[config.mk]
export PLATFORM = sky130hd
export DESIGN_NAME = next_pc_unit
export DESIGN_NICKNAME = d
export VERILOG_FILES = /design/src/rtl/next_pc_unit.sv
export SDC_FILE = /design/constraint.sdc
export NUM_CORES = 1
export LEC_CHECK = 0
export ABC_AREA = 1
export CAP_MARGIN = 20
export CORE_ASPECT_RATIO = 0.9
export CORE_MARGIN = 5
export CORE_UTILIZATION = 37
export DETAILED_ROUTE_END_ITERATION = 7
export GPL_TIMING_DRIVEN = 0
export SLEW_MARGIN = 20
export SYNTH_ARGS = -nofsm -noshare
export SYNTH_HDL_FRONTEND = slang
export SYNTH_SLANG_ARGS = --single-unit
[constraint.sdc]
create_clock -name CLK -period 3.86 [get_ports CLK]
set_input_delay 0.772 -clock CLK [delete_from_list [all_inputs] [get_ports CLK]]
set_output_delay 0.772 -clock CLK [all_outputs]
set_load 0.05 [all_outputs]
[src/rtl/next_pc_unit.sv]
// Program-counter register with next-PC selection and a circular return-address stack.
// Optional BRANCH_STATS_EN adds a saturating 32-bit TakenCount output.
module next_pc_unit #(
   parameter int unsigned PC_W = 64,
   parameter int unsigned IMM_SHIFT = 2,
   parameter logic [PC_W-1:0] RESET_VECTOR = {PC_W{1'b0}},
   parameter int unsigned RAS_DEPTH = 4
) (
   input  logic            CLK,
   input  logic            Reset_L,
   input  logic            Stall,
   input  logic            Branch,
   input  logic            BranchNZ,
   input  logic            ALUZero,
   input  logic            Uncondbranch,
   input  logic            Link,
   input  logic            IndirectBranch,
   input  logic            Return,
   input  logic [PC_W-1:0] SignExtImm,
   input  logic [PC_W-1:0] BranchReg,
   output logic [PC_W-1:0] CurrentPC,
   output logic [PC_W-1:0] NextPC,
   output logic            Taken,
   output logic            RasEmpty,
   output logic            RasFull
`ifdef BRANCH_STATS_EN
   ,
   output logic [31:0]     TakenCount
`endif
);

   localparam int unsigned PTR_W = (RAS_DEPTH > 1) ? $clog2(RAS_DEPTH) : 1;
   localparam int unsigned CNT_W = $clog2(RAS_DEPTH + 1);
   localparam logic [PC_W-1:0] PC_STEP = PC_W'(3'd4);
   localparam logic [CNT_W-1:0] RAS_MAX = CNT_W'(RAS_DEPTH);
   localparam logic [PTR_W-1:0] PTR_ONE = PTR_W'(1'b1);
   localparam logic [CNT_W-1:0] CNT_ONE = CNT_W'(1'b1);

   logic [PC_W-1:0]  pc_r;
   logic [PC_W-1:0]  ras_r [RAS_DEPTH];
   logic [PTR_W-1:0] top_r;
   logic [CNT_W-1:0] count_r;

   logic [PC_W-1:0]  seq_s;
   logic [PC_W-1:0]  rel_s;
   logic [PC_W-1:0]  imm_shifted_s;
   logic [PC_W-1:0]  next_pc_s;
   logic             taken_s;
   logic             cond_taken_s;
   logic             ras_empty_s;
   logic             ras_full_s;
   logic             push_s;
   logic             pop_s;
   logic [PTR_W-1:0] push_slot_s;

   assign imm_shifted_s = SignExtImm << IMM_SHIFT;
   assign seq_s         = pc_r + PC_STEP;
   assign rel_s         = pc_r + imm_shifted_s;
   assign cond_taken_s  = Uncondbranch | (Branch & (ALUZero ^ BranchNZ));
   assign ras_empty_s   = (count_r == {CNT_W{1'b0}});
   assign ras_full_s    = (count_r == RAS_MAX);
   // Return outranks Link, so a BL that is also a RET never pushes.
   assign push_s        = Link & Uncondbranch & ~Return & ~Stall;
   assign pop_s         = Return & ~Stall & ~ras_empty_s;
   assign push_slot_s   = top_r + PTR_ONE;

   // Target selection: Return > IndirectBranch > conditional/unconditional > sequential.
   always_comb begin
      next_pc_s = seq_s;
      taken_s   = 1'b0;
      if (Return) begin
         taken_s = 1'b1;
         if (!ras_empty_s) begin
            next_pc_s = ras_r[top_r];
         end else begin
            next_pc_s = BranchReg;
         end
      end else if (IndirectBranch) begin
         taken_s   = 1'b1;
         next_pc_s = BranchReg;
      end else if (cond_taken_s) begin
         taken_s   = 1'b1;
         next_pc_s = rel_s;
      end else begin
         taken_s   = 1'b0;
         next_pc_s = seq_s;
      end
   end

   // PC register; stall holds the current value.
   always_ff @(posedge CLK or negedge Reset_L) begin
      if (!Reset_L) begin
         pc_r <= RESET_VECTOR;
      end else if (!Stall) begin
         pc_r <= next_pc_s;
      end
   end

   // Return-address stack; a push when full overwrites the oldest slot by wrapping.
   always_ff @(posedge CLK or negedge Reset_L) begin
      if (!Reset_L) begin
         top_r   <= {PTR_W{1'b0}};
         count_r <= {CNT_W{1'b0}};
         for (int i = 0; i < RAS_DEPTH; i++) begin
            ras_r[i] <= {PC_W{1'b0}};
         end
      end else if (push_s) begin
         ras_r[push_slot_s] <= seq_s;
         top_r              <= push_slot_s;
         if (!ras_full_s) begin
            count_r <= count_r + CNT_ONE;
         end
      end else if (pop_s) begin
         top_r   <= top_r - PTR_ONE;
         count_r <= count_r - CNT_ONE;
      end
   end

`ifdef BRANCH_STATS_EN
   logic [31:0] taken_count_r;

   // Saturating count of committed taken transfers.
   always_ff @(posedge CLK or negedge Reset_L) begin
      if (!Reset_L) begin
         taken_count_r <= 32'h0000_0000;
      end else if (!Stall && taken_s && (taken_count_r != 32'hFFFF_FFFF)) begin
         taken_count_r <= taken_count_r + 32'h0000_0001;
      end
   end

   assign TakenCount = taken_count_r;
`endif

   assign CurrentPC = pc_r;
   assign NextPC    = next_pc_s;
   assign Taken     = taken_s;
   assign RasEmpty  = ras_empty_s;
   assign RasFull   = ras_full_s;

endmodule

==> flow_summary.toml <==
[power]
p_total_mw = 27.9
peakVddDrop_uv = 711
p_leak_nw = 16.3
cellPowerDensity_nw_per_um2 = 838

[critical_path]
crit_family = "simple AND/OR/NAND/NOR gates"
logic_depth_of_the_worst_setup_path_including_buffers = 10
slowest_stage = "dfrtp_2"
worst_endpoint_required_time_ns = 3.09
rr_startpoint = "top_r[0]"
reg2reg_to = "ras_r[50]"
setup.worst_path.start_class = "register"
worst-r2r-setup-slack_ns = 0.71
cp_num_buf_inv = 1
cp_common_cell = "nand2_1"
worst-endpoint-arrival_ns = 3.14
path_cells = "nand2_1 > nor3_4 > nand2_1 > nor2_2 > nand4_1 > nor2_4 > xor2_4 > a21oi_2 > nand2_2 > buf_8"
worst_path_max_fanout = 6
critPathKind = "register to output port"
reg2reg_depth = 10
worst_path_largest_cell_delay_ns = 0.56
setup.worst_path.end_class = "output port"

[drt]
routed_wire_length_per_instance_um = 23.7
remaining_drc_errors = 0
drt_pass1_iterations = 6
drt_iter0_drc = 3903
vias_per_cell = 5.51
remaining_number_of_nets_flagged_by_the_antenna_check_after_routing = 0
detailroute.via_count = 27687
routed_wl_mm = 119

[finish]
flow.area_growth_from_synthesis_pct = 40.1
final_nets = 4346
layout-drive-gt1-share = 0.234
most_common_cell_after_layout_fill_and_taps_aside = "nand2_1"
mostFrequentLayoutCells = "nand2_1, inv_1, o21ai_0"

[timing]
final_min_period_over_clock_period = 1.01
finalSetupViolations = 7
maxClockFrequency_mhz = 256
post-route-worst-setup-slack_ns = -0.0522
worst_slew_margin_rel = 0.191
rsz_0062_raised_after_global_routing = "yes"
finalHoldViolations = 0
tightestPinTransition_ns = 1.21
hold_slack_ns = 0.129
drv_slew = 0
finalCriticalPeriod_ns = 3.91
totalNegativeSetupSlack_ns = -0.114
fin_worst_skew_ns = 0.0133

[min_path]
holdCritPathClass = "input port to asynchronous set/reset pin"

[synth]
syn-mean-instance-area_um2 = 6.37
synth.net_count = 3940
yosysSeqAreaShare = 0.342
synth_area_um2 = 23800
number_of_synthesized_flops_with_an_enable_pin = 0
async_flop_share = 1.00
synth.lib_cells_used.distinct = 55
postSynthCellCount = 3734
synthesis.yosys.warnings = 0
postSynthRegisterBits = 325
yosys_most_used_dff = "dfrtp_1"

[die]
die_area_um2 = 69500
fp.coreArea_um2 = 63900
die_width_um = 277
rows = 88
die_height_um = 251
initial_core_util = 0.373
pin_count = 269

[cts]
clock_sinks = 325
tritoncts = "yes"
ctsHtreeMaxLevel = 2
cts_inserted_buffers = 36
cts_root_buffer = "clkbuf_16"
cts_hold_repair.buffers = 0
path_clk_slew_ns = 0.06
cts_max_path_buffers = 3
clk-insertion-delay-late_ns = 0.54

[global_routing]
first_global_vias = 25650
grt_start_max_net_pins = 92
grt_antenna_before_repair = 2
track_usage = 0.325
grt_first_pass_wirelength_mm = 170
grt_overflow = 0

[place]
place.detailed.hpwl_mm = 92.4
portBuffers = 265
routabilityCongestion = 1.05

[status]
run_status = "finished with violations"
failed_checks = "setup timing"

[run]
maxCapViolCount = 0
## flip-flops by register name, summed over array words and instances (netlist names)
register,count
top_r,2
ras_r,256
CurrentPC,64
count_r,3
## area by class of cell
type / count / area [µm²]
Fill cell: 6430 / 30500
Multi-Input combinational cell: 2762 / 16500
Sequential cell: 325 / 8200
Timing Repair Buffer: 368 / 3680
Inverter: 500 / 1890
Tap cell: 855 / 1070
Clock buffer: 53 / 1060
Buffer: 147 / 707
Clock inverter: 12 / 175
Antenna cell: 1 / 2.50
## synthesized netlist by cell type, types with 13 or more instances
cell type / count / share of area
nand2_1: 1357 / 0.21
inv_1: 487 / 0.077
o21ai_0: 335 / 0.070
dfrtp_1: 325 / 0.34
nor2_1: 284 / 0.045
a21oi_1: 257 / 0.054
nand3_1: 150 / 0.032
clkbuf_1: 107 / 0.017
ha_1: 66 / 0.035
xor2_1: 42 / 0.015
nand4_1: 36 / 0.0095
nor3_1: 27 / 0.0057
buf_2: 25 / 0.0053
o21a_1: 25 / 0.0079
o211ai_1: 21 / 0.0066
nor2_2: 16 / 0.0042
nor3_2: 14 / 0.0059
buf_1: 13 / 0.0021
## power by group
group	switching, mW	leakage (nW)	internal, mW
logic	12.0	11.7	5.89
clock network	1.52	0.606	2.18
registers	1.44	4.02	4.92
## per-stage QoR
stage	area (µm²)	instances	setup slack, ns	util
after floorplan	23800	3734	0.0761	-
after global placement	27500	4854	-13.03	0.431
after detailed placement	27600	4858	-1.48	0.433
after CTS	31300	4957	-0.0525	0.490
after global routing	33300	5022	-0.0937	0.522
final	33300	5023	-0.0522	0.522
## repair_timing
action	4_1_cts	5_1_grt
pin swaps	59	121
endpoints found under the setup margin	65	62
setup buffers	34	65
resized for setup	905	435
## per-layer routing
layer  global-route usage  share of wire  wire length, µm
met1                0.473           0.43            51000
met2                0.460           0.41            48700
met3                0.103           0.13            15500
met4               0.0975          0.034             4110
met5                    0              0                0
## logic make-up after synthesis
family                   Yosys count  share of synthesized area
AND/OR/NAND/NOR                 1934                      0.333
AO/OA/AOI/OAI                    700                      0.158
buffers and inverters            647                      0.104
flip-flops                       325                      0.342
adder cells (fa/ha/maj)           68                     0.0364
XOR/XNOR                          58                     0.0258
multiplexers                       2                   0.000947
## worst max path at each step
stage | startpoint | endpoint | slack [ns]
floorplan | SignExtImm[0] | NextPC[42] | 0.08
CTS | CurrentPC[8] | NextPC[55] | -0.05
detailed placement | SignExtImm[0] | NextPC[30] | -1.48
global route | SignExtImm[41] | NextPC[58] | -0.09
finish | CurrentPC[38] | NextPC[63] | -0.05
global placement | Reset_L | CurrentPC[16] | -13.03
Note: power is estimated with default switching activity, not from simulation.
